[src/rtl/pipe_mem_stage_if.sv]
// E-stage inputs and M-stage outputs of the EX/MEM pipeline register.
// master drives the E side and observes the M side; slave is the register itself.
interface pipe_mem_stage_if #(
    parameter int DW = 32,
    parameter int AW = 5
);
    logic          VALIDE;
    logic          RFWEE;
    logic          DMWEE;
    logic          MtoRFselE;
    logic [DW-1:0] ALU_out;
    logic [DW-1:0] DMinE;
    logic [AW-1:0] RtDE;

    logic          VALIDM;
    logic          RFWEM;
    logic          DMWEM;
    logic          MtoRFselM;
    logic [DW-1:0] ALU_outM;
    logic [DW-1:0] DMinM;
    logic [AW-1:0] RtDM;

    modport master (
        output VALIDE, RFWEE, DMWEE, MtoRFselE, ALU_out, DMinE, RtDE,
        input  VALIDM, RFWEM, DMWEM, MtoRFselM, ALU_outM, DMinM, RtDM
    );

    modport slave (
        input  VALIDE, RFWEE, DMWEE, MtoRFselE, ALU_out, DMinE, RtDE,
        output VALIDM, RFWEM, DMWEM, MtoRFselM, ALU_outM, DMinM, RtDM
    );
endinterface

[src/rtl/pipe_mem_stage.sv]
// EX/MEM pipeline register with valid bit, hold and bubble insert; PIPE_MEM_PERF_EN adds stall/bubble counters.
// Latency: DEPTH cycles (DEPTH 1..4); M outputs come straight from the last stage flops.
// Backpressure: STALL freezes every stage (producer holds E inputs); FLUSH overrides STALL and squashes all stages.
module pipe_mem_stage #(
    parameter int DW    = 32,
    parameter int AW    = 5,
    parameter int DEPTH = 1,
    parameter int CNT_W = 16
) (
    input  logic             CLK,
    input  logic             RSTn,
    input  logic             STALL,
    input  logic             FLUSH,
    pipe_mem_stage_if.slave  bus,
    output logic [CNT_W-1:0] STALL_CNT,
    output logic [CNT_W-1:0] BUBBLE_CNT
);

    generate
        if (DEPTH < 1 || DEPTH > 4) begin : g_bad_depth
            $error("pipe_mem_stage: DEPTH must be in 1..4");
        end
    endgenerate

    typedef struct packed {
        logic          vld;
        logic          rfwe;
        logic          dmwe;
        logic          mtorf;
        logic [DW-1:0] alu;
        logic [DW-1:0] dmin;
        logic [AW-1:0] rt;
    } stage_t;

    stage_t stg_in;
    stage_t stg_q [DEPTH];

    // Write enables are qualified by valid so a dead slot can never write RF or DM.
    always_comb begin
        stg_in       = '0;
        stg_in.vld   = bus.VALIDE;
        stg_in.rfwe  = bus.RFWEE & bus.VALIDE;
        stg_in.dmwe  = bus.DMWEE & bus.VALIDE;
        stg_in.mtorf = bus.MtoRFselE;
        stg_in.alu   = bus.ALU_out;
        stg_in.dmin  = bus.DMinE;
        stg_in.rt    = bus.RtDE;
    end

    always_ff @(posedge CLK) begin
        if (!RSTn || FLUSH) begin
            for (int k = 0; k < DEPTH; k++) begin
                stg_q[k] <= '0;
            end
        end else if (!STALL) begin
            stg_q[0] <= stg_in;
            for (int k = 1; k < DEPTH; k++) begin
                stg_q[k] <= stg_q[k-1];
            end
        end
    end

    assign bus.VALIDM    = stg_q[DEPTH-1].vld;
    assign bus.RFWEM     = stg_q[DEPTH-1].rfwe;
    assign bus.DMWEM     = stg_q[DEPTH-1].dmwe;
    assign bus.MtoRFselM = stg_q[DEPTH-1].mtorf;
    assign bus.ALU_outM  = stg_q[DEPTH-1].alu;
    assign bus.DMinM     = stg_q[DEPTH-1].dmin;
    assign bus.RtDM      = stg_q[DEPTH-1].rt;

`ifdef PIPE_MEM_PERF_EN
    logic [CNT_W-1:0] stall_cnt_q;
    logic [CNT_W-1:0] bubble_cnt_q;

    // Both counters saturate so a long run never wraps back to a small value.
    always_ff @(posedge CLK) begin
        if (!RSTn) begin
            stall_cnt_q  <= '0;
            bubble_cnt_q <= '0;
        end else if (FLUSH) begin
            if (bubble_cnt_q != '1) begin
                bubble_cnt_q <= bubble_cnt_q + 1'b1;
            end
        end else if (STALL) begin
            if (stall_cnt_q != '1) begin
                stall_cnt_q <= stall_cnt_q + 1'b1;
            end
        end
    end

    assign STALL_CNT  = stall_cnt_q;
    assign BUBBLE_CNT = bubble_cnt_q;
`else
    assign STALL_CNT  = '0;
    assign BUBBLE_CNT = '0;
`endif

endmodule

[src/flat_wrapper.sv]
// flat-port wrapper written by rule: the top's interface ports become plain ports
module pipe_mem_stage_flat 
#(
    parameter int DW    = 32,
    parameter int AW    = 5,
    parameter int DEPTH = 1,
    parameter int CNT_W = 16
)
  (CLK, RSTn, STALL, FLUSH, STALL_CNT, BUBBLE_CNT, bus_VALIDE, bus_RFWEE, bus_DMWEE, bus_MtoRFselE, bus_ALU_out, bus_DMinE, bus_RtDE, bus_VALIDM, bus_RFWEM, bus_DMWEM, bus_MtoRFselM, bus_ALU_outM, bus_DMinM, bus_RtDM);
  pipe_mem_stage_if #(.DW(DW), .AW(AW)) bus_i ();
  input  logic CLK;
  input  logic RSTn;
  input  logic STALL;
  input  logic FLUSH;
  output logic [CNT_W-1:0] STALL_CNT;
  output logic [CNT_W-1:0] BUBBLE_CNT;
  input wire logic [$bits(bus_i.VALIDE)-1:0] bus_VALIDE;
  input wire logic [$bits(bus_i.RFWEE)-1:0] bus_RFWEE;
  input wire logic [$bits(bus_i.DMWEE)-1:0] bus_DMWEE;
  input wire logic [$bits(bus_i.MtoRFselE)-1:0] bus_MtoRFselE;
  input wire logic [$bits(bus_i.ALU_out)-1:0] bus_ALU_out;
  input wire logic [$bits(bus_i.DMinE)-1:0] bus_DMinE;
  input wire logic [$bits(bus_i.RtDE)-1:0] bus_RtDE;
  output wire logic [$bits(bus_i.VALIDM)-1:0] bus_VALIDM;
  output wire logic [$bits(bus_i.RFWEM)-1:0] bus_RFWEM;
  output wire logic [$bits(bus_i.DMWEM)-1:0] bus_DMWEM;
  output wire logic [$bits(bus_i.MtoRFselM)-1:0] bus_MtoRFselM;
  output wire logic [$bits(bus_i.ALU_outM)-1:0] bus_ALU_outM;
  output wire logic [$bits(bus_i.DMinM)-1:0] bus_DMinM;
  output wire logic [$bits(bus_i.RtDM)-1:0] bus_RtDM;
  assign bus_i.VALIDE = bus_VALIDE;
  assign bus_i.RFWEE = bus_RFWEE;
  assign bus_i.DMWEE = bus_DMWEE;
  assign bus_i.MtoRFselE = bus_MtoRFselE;
  assign bus_i.ALU_out = bus_ALU_out;
  assign bus_i.DMinE = bus_DMinE;
  assign bus_i.RtDE = bus_RtDE;
  assign bus_VALIDM = bus_i.VALIDM;
  assign bus_RFWEM = bus_i.RFWEM;
  assign bus_DMWEM = bus_i.DMWEM;
  assign bus_MtoRFselM = bus_i.MtoRFselM;
  assign bus_ALU_outM = bus_i.ALU_outM;
  assign bus_DMinM = bus_i.DMinM;
  assign bus_RtDM = bus_i.RtDM;
  pipe_mem_stage #(.DW(DW), .AW(AW), .DEPTH(DEPTH), .CNT_W(CNT_W)) u_core (.CLK(CLK), .RSTn(RSTn), .STALL(STALL), .FLUSH(FLUSH), .bus(bus_i), .STALL_CNT(STALL_CNT), .BUBBLE_CNT(BUBBLE_CNT));
endmodule
[config.mk]
export PLATFORM = sky130hd
export DESIGN_NAME = pipe_mem_stage_flat
export DESIGN_NICKNAME = d
export VERILOG_FILES = /design/src/rtl/pipe_mem_stage_if.sv /design/src/rtl/pipe_mem_stage.sv /design/src/flat_wrapper.sv
export SDC_FILE = /design/constraint.sdc
export NUM_CORES = 1
export LEC_CHECK = 0
export ABC_AREA = 0
export CAP_MARGIN = 20
export CELL_PAD_IN_SITES_DETAIL_PLACEMENT = 1
export CELL_PAD_IN_SITES_GLOBAL_PLACEMENT = 2
export CORE_MARGIN = 3
export CORE_UTILIZATION = 23
export DETAILED_ROUTE_END_ITERATION = 6
export PLACE_DENSITY_LB_ADDON = 0.1
export SLEW_MARGIN = 5
export SYNTH_ARGS = -nofsm -noshare
export SYNTH_HDL_FRONTEND = slang
export SYNTH_SLANG_ARGS = --single-unit
export TNS_END_PERCENT = 1
[constraint.sdc]
create_clock -name CLK -period 4.1 [get_ports CLK]
set_input_delay 0.82 -clock CLK [delete_from_list [all_inputs] [get_ports CLK]]
set_output_delay 0.82 -clock CLK [all_outputs]
set_load 0.02 [all_outputs]
== After elaboration in Yosys (flattened, before gate mapping) ==
Memory sizes are Yosys's and may differ from the RTL's.
Index checks and enable logic that the tools add are counted.

* Output and inout bits: 105
* Memory bits (writable): 73
* Flip-flop bits (word level): 0
* Input port bits: 77
* Memories: 1

* Multiplexer cells: 7
* Bitwise operators: 2
* Reduce and logical (&&, ||, !) cells: 3

{| class="wikitable"
|+ Memory list
! memory !! words !! bits a word !! read ports !! clocked after Yosys merged registers in !! write ports !! line !! text
|-
| u_core.stg_q || 1 || 73 || 1 || 0 || 1 || pipe_mem_stage.sv:36 || <nowiki>stage_t stg_q [DEPTH];</nowiki>
|}

{| class="wikitable"
|+ Operator list
! kind !! count
|-
| 73-bit 2-to-1 mux || 1
|-
| 73-bit OR reduction || 1
|-
| 1-bit 2-to-1 mux || 6
|-
| 1-bit AND || 2
|-
| 1-bit zero test || 1
|-
| 1-bit logical OR || 1
|}

== Depth between registers and ports, before layout ==
* Depth in word-level cells: 6
* Gate-level depth with buffers: 3

== Worst setup path after synthesis ==
Ideal clock, no wire load.

* Path type: input to register
* From: input port FLUSH
* To: memory u_core.stg_q[0][0] (netlist bit) (enable)
* Data arrival time: 2.507 ns
* Setup time: 0.932 ns
* Slack: 0.660 ns
* Stages on the path: 1
* Path buffers: 0
* Cells stage by stage: nand3b_1

* Cells in the longest elaborated chain, start to end: 5
* Elaborated cells between the ends (all ways): 7

{| class="wikitable"
|+ Ends and longest elaborated chain
! item !! line !! text
|-
| from (decl) || flat_wrapper.sv:14 || <nowiki>input logic FLUSH;</nowiki>
|-
| 1-bit logical OR (*) || pipe_mem_stage.sv:51 || <nowiki>if (!RSTn || FLUSH) begin</nowiki>
|-
| 1-bit 2-to-1 mux || pipe_mem_stage.sv:51 ||
|-
| 1-bit 2-to-1 mux (implied by the code) || pipe_mem_stage.sv:56 || <nowiki>stg_q[0] <= stg_in;</nowiki>
|-
| 73-bit OR reduction (no line) || - ||
|-
| 1-bit 2-to-1 mux (no line) (*) || - ||
|-
| to (decl) || pipe_mem_stage.sv:36 ||
|}

Every way passes the cells marked *; elsewhere a longest branch is shown, timed or not.

== Final worst setup path ==
* From: input port FLUSH
* To: memory u_core.stg_q[0][6] (netlist bit) (enable)

Same word-level chain as after synthesis.

==> reports/qor.txt <==
status: completed
Post-CTS Resized: 0
post-synthesis cell count: 188
share of layout cells above drive strength 1: 0.164
crit path max fanout: 73
Worst Hold Depth: 2
H-tree Lvls: 3
Avg Cell Area, Syn: 16.0 um^2
worst vdd ir: 0.000183 V
fin crit share: 0.562
Post-Route WL: 7310 um
PortBufs: 149
setup_tns: 0 ns
clk sinks: 73
Area Growth Syn to Fin: 62.2%
Post-DP Area: 4570 um^2
clock power share: 0.414
ys async rst share: 0
Most used DFF post-synth: edfxtp_1
Total Die Area: 14500 um^2
WHS Endpoint: u_core.stg_q[0][67]
vias in the first global route: 1910
Synth area leaders: edfxtp_1, and2_2, buf_4
num ports: 182
Die W: 120 um
WP data required: 4.05 ns
CTS tree: done
min Tclk post-route: 2.31 ns
sequential share of power: 0.444
clk slew on worst S/H paths: 0.06 ns
synthesis-stage register bit count: 73
global-route wire length before repair: 10500 um
Top reg by flops: u_core.stg_q
Max Buffers Root-to-Sink: 2
DIE HEIGHT: 120 um
CP Data Arrival Time: 2.26 ns
Core Area: 12700 um^2
Post-DP HPWL: 5090 um
biggest regs: u_core.stg_q: 73 flops
startpoint class of the critical path: input port
GRT Util Overall: 0.0983
max reg flops: 73
Post-synth EDFFs: 73
Commonest cells post-synth: edfxtp_1, and2_2, and2_1, buf_4, clkbuf_2
min-delay worst type: in2reg
gpl congestion: 0.644
Sw Pwr: 439 uW
CTS Hold Bufs: 0
fmax: 434 MHz
internal power: 1540 uW
sw frac: 0.222
Max-cap violations: 0
Initial DRT Pass Iterations: 4
initial antenna violation count: 0
drt wl/cell: 14.1 um
Final Cell Area: 4880 um^2
Power Dens Cells: 405 nW/um^2
biggest cell delay along the critical path: 0.74 ns
nets: 419
Vias/cell: 3.67
vias post-DR: 1907
Combinational Power Share: 0.142
Slew Viols, Final: 0
Final Hold Viols: 0
cell taking the most area after synthesis: edfxtp_1
Ys Warns: 0
FP Rows: 41
DRC Markers: 0
Yosys top cell area share: 0.728
Antenna Cells: 0
final worst slack: 1.79 ns
hold path startpoint: bus_ALU_out[30]
Seq/Total Area, Yosys: 0.728
slowest CP cell: buf_4
setup bufs post-CTS: 0
unrepaired setup endpoints after global routing: no
CP Capture Type: register
most common cell in the netlist: edfxtp_1
Leak: 0.00191 uW
total grt overflow: 0
total CTS buffers: 9
post-layout utilization of the core: 0.384
Setup violations, final: 0
Relative slew margins: 0.372
largest net degree at the start of global routing: 74
Initial DRC Count: 100
Final ANT Viol Nets: 0
Root Driver: clkbuf_16
Initial Util: 0.237
Slew @ Worst Pin: 0.942 ns
ordered cell list for the critical path: clkdlybuf4s50_1, nand3b_1, buf_4
synthesized area: 3010 um^2
Setup WS pre-CTS: 1.42 ns
Synth cell types: 9
critical path class: in2reg
[per-layer routing]
layer	up-vias	wire (um)	GRT usage	part of all wire
met1	898	2950	0.116	0.40
met5	-	0	0	0
met3	11	955	0.0472	0.13
met2	114	3250	0.147	0.44
met4	0	160	0.0531	0.022
li1	884	-	-	-
[how the worst max path moves through the flow]
stage,startpoint,to,slack (ns),cells after the start
floorplan,FLUSH,u_core.stg_q[0][0],0.66,1
global placement,FLUSH,u_core.stg_q[0][13],1.44,3
detailed placement,FLUSH,u_core.stg_q[0][3],1.42,3
CTS,FLUSH,u_core.stg_q[0][13],1.76,3
global route,FLUSH,u_core.stg_q[0][50],1.66,3
finish,FLUSH,u_core.stg_q[0][6],1.79,3
[cell type report]
type	instances	area [um^2]
fill	1372	7840
clock buffer	9	225
sequential	73	2190
clock inverter	7	85.1
tap	172	215
multi-input combinational	107	659
timing repair buffer	151	1510
[critical path: cells and delay by family]
kind          cells  cell delay (ns)
simple gates      1             0.13
buf+inv           2             1.27
[cells by family after synthesis]
group	after synthesis	synth area share
flops	73	0.728
buf+inv	39	0.0914
other cells	1	0.00125
simple gates	75	0.179
[cells in the final DEF (no fill, tap or decap)]
cell and instances:
and2_1 32, and2_2 40, and4bb_2 1, buf_4 2, bufinv_16 2, clkbuf_16 9
clkdlybuf4s50_1 149, clkinv_1 3, clkinv_2 1, clkinv_4 1, conb_1 32, edfxtp_1 73
nand3b_1 1, nor3b_4 1
[power by group through the flow]
stage	Sequential, uW	Clock [uW]	Combinational, uW
2_1_floorplan	957	0	76.9
3_3_place_gp	893	0	284
3_5_place_dp	895	0	285
4_1_cts	879	850	286
5_1_grt	883	879	298
6_report	878	821	281
[metrics by stage]
stage | hold WS (ns) | std cells | power [uW]
floorplan | 1.02 | 219 | 1030
global placement | 1.48 | 503 | 1180
detailed placement | 1.48 | 503 | 1180
CTS | 1.13 | 519 | 2010
global route | 1.14 | 519 | 2060
finish | 1.15 | 519 | 1980
No activity file was read; power rests on OpenSTA's default activity.
